$ cat src/rtl/array_seq_pkg.sv
// Shared op codes, instruction one-hot constants and FSM states for the
// west-edge array instruction sequencer.
package array_seq_pkg;

  localparam logic [1:0] OP_WS_KERNLD = 2'd0;
  localparam logic [1:0] OP_WS_EXEC   = 2'd1;
  localparam logic [1:0] OP_OS_EXEC   = 2'd2;
  localparam logic [1:0] OP_OS_FLUSH  = 2'd3;

  localparam int INST_WS_KERNLD_BIT = 0;
  localparam int INST_WS_EXEC_BIT   = 1;
  localparam int INST_OS_EXEC_BIT   = 2;
  localparam int INST_OS_FLUSH_BIT  = 3;

  localparam logic [3:0] INST_WS_KERNLD = 4'b0001;
  localparam logic [3:0] INST_WS_EXEC   = 4'b0010;
  localparam logic [3:0] INST_OS_EXEC   = 4'b0100;
  localparam logic [3:0] INST_OS_FLUSH  = 4'b1000;
  localparam logic [3:0] INST_BUBBLE    = 4'b0000;

  typedef enum logic [1:0] {
    ST_IDLE  = 2'd0,
    ST_ISSUE = 2'd1,
    ST_DRAIN = 2'd2
  } seq_state_t;

  function automatic logic [3:0] op_to_inst(input logic [1:0] op);
    logic [3:0] inst;
    inst = INST_BUBBLE;
    case (op)
      OP_WS_KERNLD: inst = INST_WS_KERNLD;
      OP_WS_EXEC:   inst = INST_WS_EXEC;
      OP_OS_EXEC:   inst = INST_OS_EXEC;
      OP_OS_FLUSH:  inst = INST_OS_FLUSH;
      default:      inst = INST_BUBBLE;
    endcase
    return inst;
  endfunction

endpackage

$ cat src/rtl/array_inst_sequencer_skew_pipe.sv
// Row skew pipeline: tap 0 is the registered row-0 word, tap r lags it by r
// cycles. Each word is {os_write, inst[3:0]}.
module skew_pipe #(
  parameter int row = 8
) (
  input  logic                 clk,
  input  logic                 reset,
  input  logic [4:0]           row0_word,
  output logic [4*row-1:0]     inst_w,
  output logic [row-1:0]       os_write
);

  logic [5*(row-1)-1:0] sr;
  logic [5*row-1:0]     chain;

  assign chain = {sr, row0_word};

  always_ff @(posedge clk) begin
    if (reset) sr <= '0;
    else       sr <= chain[5*row-6:0];
  end

  for (genvar r = 0; r < row; r++) begin : g_tap
    assign inst_w[4*r +: 4] = chain[5*r +: 4];
    assign os_write[r]      = chain[5*r+4];
  end

endmodule

$ cat src/rtl/array_inst_sequencer.sv
// West-edge instruction issuer: expands one command into a row-skewed
// instruction / os_write stream, strobing L0 and stalling on empty.
module array_inst_sequencer
  import array_seq_pkg::*;
#(
  parameter int row    = 8,
  parameter int len_bw = 8
) (
  input  logic               clk,
  input  logic               reset,
  input  logic               cmd_valid,
  output logic               cmd_ready,
  input  logic [1:0]         cmd_op,
  input  logic [len_bw-1:0]  cmd_len,
  output logic               l0_rd,
  input  logic               l0_empty,
  output logic [4*row-1:0]   inst_w,
  output logic [row-1:0]     os_write,
  output logic               busy,
  output logic               done
);

  localparam int DW = $clog2(row + 1);
  localparam logic [DW-1:0] DRAIN_LOAD = DW'(row);

  seq_state_t         state, state_next;
  logic [1:0]         op_q, op_next;
  logic [len_bw-1:0]  rem_cnt, rem_next;
  logic [DW-1:0]      drain_cnt, drain_next;
  logic [4:0]         row0_word, word_next;
  logic               issue;

  always_ff @(posedge clk) begin
    if (reset) begin
      state     <= ST_IDLE;
      op_q      <= OP_WS_KERNLD;
      rem_cnt   <= '0;
      drain_cnt <= '0;
      row0_word <= '0;
    end else begin
      state     <= state_next;
      op_q      <= op_next;
      rem_cnt   <= rem_next;
      drain_cnt <= drain_next;
      row0_word <= word_next;
    end
  end

  always_comb begin
    state_next = state;
    op_next    = op_q;
    rem_next   = rem_cnt;
    drain_next = drain_cnt;
    word_next  = '0;
    issue      = 1'b0;
    l0_rd      = 1'b0;
    cmd_ready  = 1'b0;
    done       = 1'b0;
    case (state)
      ST_IDLE: begin
        cmd_ready = 1'b1;
        if (cmd_valid) begin
          op_next = cmd_op;
          if (cmd_len == '0) begin
            drain_next = DRAIN_LOAD;
            state_next = ST_DRAIN;
          end else begin
            rem_next   = cmd_len;
            state_next = ST_ISSUE;
          end
        end
      end
      ST_ISSUE: begin
        // Flush shifts accumulators out regardless of L0 occupancy.
        if (op_q == OP_OS_FLUSH) begin
          issue = 1'b1;
        end else if (!l0_empty) begin
          issue = 1'b1;
          l0_rd = 1'b1;
        end
        if (issue) begin
          word_next = {op_q == OP_OS_FLUSH, op_to_inst(op_q)};
          rem_next  = rem_cnt - 1'b1;
          if (rem_cnt == len_bw'(1)) begin
            drain_next = DRAIN_LOAD;
            state_next = ST_DRAIN;
          end
        end
      end
      ST_DRAIN: begin
        drain_next = drain_cnt - 1'b1;
        if (drain_cnt == DW'(1)) begin
          done       = 1'b1;
          state_next = ST_IDLE;
        end
      end
      default: state_next = ST_IDLE;
    endcase
  end

  assign busy = (state != ST_IDLE);

  skew_pipe #(.row(row)) u_skew (
    .clk       (clk),
    .reset     (reset),
    .row0_word (row0_word),
    .inst_w    (inst_w),
    .os_write  (os_write)
  );

endmodule
$ cat config.mk
export PLATFORM = sky130hd
export DESIGN_NAME = array_inst_sequencer
export DESIGN_NICKNAME = d
export VERILOG_FILES = /design/src/rtl/array_seq_pkg.sv /design/src/rtl/array_inst_sequencer_skew_pipe.sv /design/src/rtl/array_inst_sequencer.sv
export SDC_FILE = /design/constraint.sdc
export NUM_CORES = 1
export LEC_CHECK = 0
export CORE_ASPECT_RATIO = 0.7
export CORE_MARGIN = 2
export CORE_UTILIZATION = 47
export DETAILED_ROUTE_END_ITERATION = 6
export GPL_TIMING_DRIVEN = 0
export PLACE_DENSITY = 0.79
export SLEW_MARGIN = 15
export SYNTH_ARGS = -nofsm -noshare
export SYNTH_HDL_FRONTEND = slang
export SYNTH_SLANG_ARGS = --single-unit
$ cat constraint.sdc
create_clock -name clk -period 2.1 [get_ports clk]
set_input_delay 0.42 -clock clk [delete_from_list [all_inputs] [get_ports clk]]
set_output_delay 0.42 -clock clk [all_outputs]
set_load 0.02 [all_outputs]
==> results of run 1 <==
-- layout by cell type, fill, tap and decap left out, types with 2 or more instances in the layout --
cell / count
ha_1: 4
a21oi_1: 12
nand2_1: 18
a221oi_2: 3
nor2_1: 6
nor4_1: 6
nor2b_1: 29
clkdlybuf4s50_1: 52
buf_2: 2
o41ai_2: 2
nand4_1: 2
dlygate4sd2_1: 4
nor3b_1: 2
inv_1: 9
o22ai_1: 3
nor3_1: 2
buf_4: 9
nand3_1: 2
dfxtp_1: 47
clkinvlp_4: 2
nand2b_1: 4
o21ai_0: 5
clkbuf_1: 5
or4_4: 2
o32ai_1: 5
clkbuf_8: 5
-- area by class of cell --
class	count	area, um2
timing repair buffer	56	556
clock inverter	3	46.3
sequential	48	962
inverter	10	41.3
multi-input combinational	137	968
clock buffer	5	68.8
fill	351	1470
tap	55	68.8
buffer	16	96.3
-- stage by stage --
stage	utilization [%]	TNS (ns)	setup WS [ns]	power (W)
6_report	65.6	0	0.108	0.00201
5_1_grt	65.6	0	0.0271	0.00209
4_1_cts	65.6	0	0.104	0.00201
3_5_place_dp	62.9	-0.505	-0.0867	0.00134
3_3_place_gp	62.9	-0.750	-0.133	0.00133
2_1_floorplan	-	0	0.508	0.00123
-- power groups by stage --
stage / clock network, W / registers (W) / logic, W
2_1_floorplan: 0 / 0.000997 / 0.000232
5_1_grt: 0.000731 / 0.000990 / 0.000368
3_5_place_dp: 0 / 0.00100 / 0.000335
6_report: 0.000682 / 0.000985 / 0.000338
4_1_cts: 0.000694 / 0.000983 / 0.000334
3_3_place_gp: 0 / 0.00100 / 0.000328
-- registers in the layout, indices dropped and copies added, names as in the netlist --
register,flops
op_q,2
row0_word,4
drain_cnt,4
rem_cnt,8
u_skew.sr,28
state,2
-- worst paths after layout --
| check | slack [ns] | end | cells past startpoint | from |
|---|---|---|---|---|
| hold / removal | 0.46 | u_skew.sr[21] | 1 | u_skew.sr[16] |
| setup / recovery | 0.11 | cmd_ready | 5 | state[1] |
| setup reg to reg | 0.41 | drain_cnt[0] | 4 | rem_cnt[3] |
| hold reg to reg | 0.46 | u_skew.sr[21] | 1 | u_skew.sr[16] |
-- worst max-delay path: stages (launching register included) --
cell,delay (ns)
dfxtp_1,0.39
buf_4,0.21
clkinvlp_4,0.18
nand2_1,0.13
inv_1,0.04
dlygate4sd2_1,0.31
-- cells by family (layout without fill, tap and decap cells) --
| group | after synthesis | count (layout) |
|---|---|---|
| AND/OR/NAND/NOR | 83 | 83 |
| flip-flops | 48 | 48 |
| buffers and inverters | 26 | 90 |
| multiplexers | 2 | 2 |
| adder cells (fa/ha/maj) | 4 | 4 |
| AO/OA/AOI/OAI | 48 | 48 |
-- per-layer routing --
layer	up-vias	part of all wire, %
met2	69	42
met4	0	0.72
met3	2	9.1
met1	799	48
li1	863	-
met5	-	0
-- repair_timing --
item	CTS	global route
hold buffers	0	0
hold endpoints to repair	0	0
resized for setup	7	0
endpoints found under the setup margin	4	0
==> metrics.md, run 1 <==
| Metric | Value |
|---|---|
| Most frequent cells after synthesis | 48 x dfxtp_1, 30 x nor2b_1, 18 x nand2_1 |
| Register area share after synthesis | 46.6% |
| Initial DRC count | 149 |
| Largest cells by area after synthesis | dfxtp_1 47%, nor2b_1 9.1%, buf_4 3.3% |
| First-pass GRT wire length | 7.53 mm |
| Die Span Y | 59.4 um |
| Net Count, Synth | 229 |
| Sw Pwr | 0.000557 W |
| H-Tree Depth | 2 |
| Synth Area in Adders | 2.43% |
| Part of the power in registers | 49.1% |
| Max clock buf depth | 2 |
| Worst Path Arrival | 1.57 ns |
| Dpl cell area | 0.00269 mm2 |
| Kind of start point of the critical path | flip-flop |
| Final nets | 292 |
| Cell Rows | 20 |
| Clk network pwr share | 34.0% |
| M3 GR Usage | 6.41% |
| Post-synthesis simple-gate area fraction | 24.3% |
| Final worst path period need | 1.99 ns |
| Non-Filler Instances | 330 |
| Count of cell types in the netlist | 51 |
| Area share of the largest cell type after synthesis | 46.6% |
| Post-synth EDFFs | 0 |
| Skew final | 0.00694 ns |
| Initial Util | 48.2% |
| Largest family of logic cells by synthesized area | simple AND/OR/NAND/NOR gates |
| Synthesis Warnings | 0 |
| Synth Instances | 211 |
| Xor/xnor share of the synthesized area | 0% |
| Antenna fix cells | 0 |
| Busiest grt layer | met1 |
| DRC | 0 |
| Leakage | 1.06 nW |
| Final setup fails | 0 |
| Count leader, synth | dfxtp_1 |
| Int Power | 0.00145 W |
| Final period util | 94.9% |
| CTS tree | yes |
| Clock buffer count from CTS | 5 |
| Placeable Area | 0.00428 mm2 |
| Unrepaired setup endpoints after global routing | no |
| RePlAce Congestion | 0.935 |
| Port buffer count | 56 |
| Hold WS | 0.460 ns |
| Ys async rst share | 0% |
| Inst Count DP | 322 |
| Pwr per Cell Area | 714 mW/mm2 |
| Setup Crit Path Kind | flip-flop to output pin |
| Routed Antenna Nets | 0 |
| TritonRoute pass-1 iters | 4 |
| Number of setup buffers added after CTS | 0 |
| Fmax | 502 MHz |
| Comb pwr share | 16.9% |
| GR Layer Usage met2 | 27.1% |
| Mux share of post-synthesis cell area | 1.03% |
| Die ar. | 0.00494 mm2 |
| Non-Filler Cell Area, Final | 0.00281 mm2 |
| Compound-Gate Fraction of Synth Area | 19.1% |
| Syn-to-layout area delta | 36.2% |
| Worst hold path class | flip-flop to flip-flop |
| Slew Viols, Final | 0 |
| Relative slew slack | 60.3% |
| Cell Area, Synth | 0.00206 mm2 |
| Peak VDD IR | 0.459 mV |
| Mean Syn Cell Area | 9.77 um2 |
| Final hold vios | 0 |
| Initial antenna violation count | 0 |
| Largest net degree at the start of global routing | 17 |
| Prevailing post-synth register cell | dfxtp_1 |
| Die Width | 83.1 um |
| Met1 Use GR | 28.4% |
| Total track usage | 19.7% |
| Worst slew pin tran | 0.590 ns |
| CP endpoint kind | output pin |
| CTS root buffer | clkbuf_8 |
| Dpl hpwl | 3.60 mm |
| Routed vias/inst | 5.25 |
| Cell type with the largest total area after synthesis | dfxtp_1 |
| Worst-path fanout max | 10 |
| Sw Ratio | 27.8% |
| Final global-route overflow total | 0 |
| Worst-path clk slew | 0.09 ns |
| Seq cells post-synth | 48 |
| Vias in the first global route | 1496 |
| Vias | 1733 |
| Worst Path Required | 1.68 ns |
| WL final | 4.74 mm |
| Clock sink count | 48 |
| I/O pins | 58 |
| Outcome | completed |
| Max cap viols | 0 |
| Layout cells sized above 1 | 14.9% |
| Avg WL per Cell | 14.4 um |
| Worst skew pair latency | 0.30 ns |
No activity file was read; power rests on OpenSTA's default activity.
==> run 2, diff against run 1 <==
CORE_UTILIZATION = 50   (was 47)
PLACE_DENSITY = 0.83   (was 0.79)
clock period = 2.4 ns   (was 2.1 ns; I/O delays follow)
==> run 2 against run 1 <==
Worst hold slack better by 0.0041 ns. Largest cell class unchanged. Sequential share of layout area up 0.25 points. Sequential power fell by 12%. Critical endpoint unchanged. Clock-buffer cell count grew 1.
==> metrics.md, run 2 (synthesis gave the netlist of run 1 again) <==
| Metric | Value |
|---|---|
| Most common cell after layout, fill and taps aside | clkdlybuf4s50_1 |
| Final hold vios | 0 (unchanged) |
| H-Tree Depth | 2 (unchanged) |
| Max FFs per register | 28 (unchanged) |
| Inst Count DP | 319 (-0.93%) |
| CP Cell Sequence | buf_4 -> inv_1 -> nand2_1 -> inv_1 -> clkdlybuf4s50_1 |
| Reg2Reg Depth | 4 (unchanged) |
| Placeable Area | 0.00395 mm2 (-7.8%) |
| Hold path depth | 1 (unchanged) |
| Avg WL per Cell | 14.5 um (+1.2%) |
| Setup Crit Path Kind | flip-flop to output pin |
| First-pass GRT wire length | 7.59 mm (+0.84%) |
| Non-Filler Cell Area, Final | 0.00279 mm2 (-0.71%) |
| Antenna fix cells | 0 (unchanged) |
| Non-Filler Instances | 327 (-0.91%) |
| Syn-to-layout area delta | 35.3% |
| Sw Ratio | 28.6% (+0.82 points) |
| Final worst path period need | 2.29 ns |
| Die Width | 80.7 um (-2.9%) |
| Largest net degree at the start of global routing | 16 (-1) |
| Sw Pwr | 0.000476 W (-15%) |
| Worst slew pin tran | 0.615 ns (+0.0255 ns) |
| Worst r2r src | rem_cnt[3] |
| CTS tree | yes |
| Final period util | 95.3% |
| I/O pins | 58 (unchanged) |
| Total power | 0.00167 W (-17%) |
| Outcome | completed |
| Layout cells sized above 1 | 14.5% (-0.36 points) |
| Reg-to-reg endpoint | drain_cnt[1] |
| Kind of start point of the critical path | flip-flop |
| Filler instances | 328 (-6.6%) |
| Vias | 1748 (+0.87%) |
| Met1 Use GR | 32.5% (+4.2 points) |
| Unrepaired setup endpoints after global routing | no |
| Port buffer count | 56 (unchanged) |
| Cell Rows | 19 (-5.0%) |
| Worst-path fanout max | 10 (unchanged) |
| M3 GR Usage | 7.94% (+1.5 points) |
| Min-delay src | u_skew.sr[16] |
| Post-route setup TNS | 0 ns (unchanged) |
| Peak VDD IR | 0.400 mV (-13%) |
| GR Layer Usage met2 | 29.8% (+2.7 points) |
| Initial Util | 52.2% (+4.1 points) |
| Worst Path Arrival | 1.81 ns (+0.24 ns) |
| RePlAce Congestion | 0.945 (+1.1%) |
| Final global-route overflow total | 0 (unchanged) |
| Final setup fails | 0 (unchanged) |
| R2R Setup Slk | 0.77 ns (+0.36 ns) |
| Slew Viols, Final | 0 (unchanged) |
| Most frequent cells in the layout | 56 x clkdlybuf4s50_1, 47 x dfxtp_1, 29 x nor2b_1 |
| Leakage | 1.03 nW (-2.1%) |
| Comb pwr share | 17.8% (+0.9 points) |
| WL final | 4.76 mm (+0.27%) |
| TritonRoute pass-1 iters | 4 (unchanged) |
| Total track usage | 21.9% (+2.2 points) |
| Top flop regs | u_skew.sr x28, rem_cnt x8 |
| Routed Antenna Nets | 0 (unchanged) |
| Skew final | 0.00612 ns (-0.000825 ns) |
| Max clock buf depth | 2 (unchanged) |
| Worst-path clk slew | 0.09 ns (about the same) |
| Relative slew slack | 59.0% (-1.3 points) |
| Int Power | 0.00119 W (-18%) |
| Routed vias/inst | 5.35 (+1.8%) |
| Die ar. | 0.00466 mm2 (-5.7%) |
| Fmax | 437 MHz |
| Vias in the first global route | 1537 (+2.7%) |
| Clock buffer count from CTS | 5 (unchanged) |
| Initial antenna violation count | 0 (unchanged) |
| Busiest grt layer | met1 |
| CP max-delay cell | clkdlybuf4s50_1 |
| Max cap viols | 0 (unchanged) |
| Initial DRC count | 111 (-26%) |
| Most used cell, CP | inv_1 |
| Hold path endpoint | u_skew.sr[21] |
| Clock sink count | 48 (unchanged) |
| Dpl hpwl | 3.55 mm (-1.5%) |
| Clk network pwr share | 30.5% (-3.5 points) |
| Die Span Y | 57.7 um (-2.8%) |
| Critical path's largest stage delay | 0.59 ns (+0.20 ns) |
| CP endpoint kind | output pin |
| Fin util | 70.6% (+5.0 points) |
| Part of the power in registers | 51.7% (+2.6 points) |
| Worst skew pair latency | 0.31 ns (about the same) |
| Pwr per Cell Area | 598 mW/mm2 (-16%) |
| Hold Buf Count CTS | 0 (unchanged) |
| Dpl cell area | 0.00269 mm2 (-0.14%) |
| Worst hold path class | flip-flop to flip-flop |
| DRC | 0 (unchanged) |
| CTS root buffer | clkbuf_8 |
| Worst Path Required | 1.92 ns (+0.24 ns) |
| Final nets | 292 (unchanged) |
| Largest reg by FF count | u_skew.sr |
-- run 2: area by class of cell --
type / instances / area (um2) / share of cell area, %
Multi-Input combinational cell: 137 / 968 / 34.7
Sequential cell: 48 / 962 / 34.5
Buffer: 16 / 96.3 / 3.46
Clock buffer: 6 / 82.6 / 2.96
Timing Repair Buffer: 56 / 561 / 20.1
Clock inverter: 2 / 15.0 / 0.539
Tap cell: 52 / 65.1 / 2.33
Inverter: 10 / 37.5 / 1.35
-- run 2: power by group through the flow --
stage	clock network (W)	logic [W]	registers, W
finish	0.000508	0.000296	0.000862
global placement	0	0.000287	0.000878
global route	0.000553	0.000323	0.000866
CTS	0.000519	0.000291	0.000860
floorplan	0	0.000203	0.000873
detailed placement	0	0.000290	0.000878
-- run 2: how the worst max path moves through the flow --
stage | startpoint | end | depth (start not counted)
detailed placement | cmd_len[5] | rem_cnt[5] | 5
global route | state[1] | cmd_ready | 5
finish | state[1] | cmd_ready | 5
global placement | cmd_len[5] | rem_cnt[5] | 5
floorplan | cmd_len[2] | rem_cnt[2] | 4
CTS | state[0] | l0_rd | 4
-- run 2: critical path, delay by kind of cell (launching register included) --
| kind | cells | cell delay, ns |
|---|---|---|
| AND/OR/NAND/NOR | 1 | 0.13 |
| flip-flops | 1 | 0.34 |
| buffers and inverters | 4 | 1.04 |
-- run 2: repair_timing --
action                                  CTS  global route
gates resized for setup                   0             2
endpoints found under the setup margin    0             2
setup buffers                             0             0
-- run 2: through the flow --
stage	worst slack (ns)	hold slack [ns]
final	0.112	0.464
after global routing	0.00923	0.482
after CTS	0.00562	0.466
after detailed placement	0.156	0.449
after global placement	0.182	0.444
after floorplan	0.748	0.444
-- run 2: metal layers --
metal / share of wire [%] / vias to the layer above / wire length (um)
met4: 1.2 / 0 / 56
met1: 47 / 798 / 2230
li1: - / 866 / -
met5: 0 / - / 0
met3: 9.4 / 6 / 446
met2: 43 / 78 / 2020
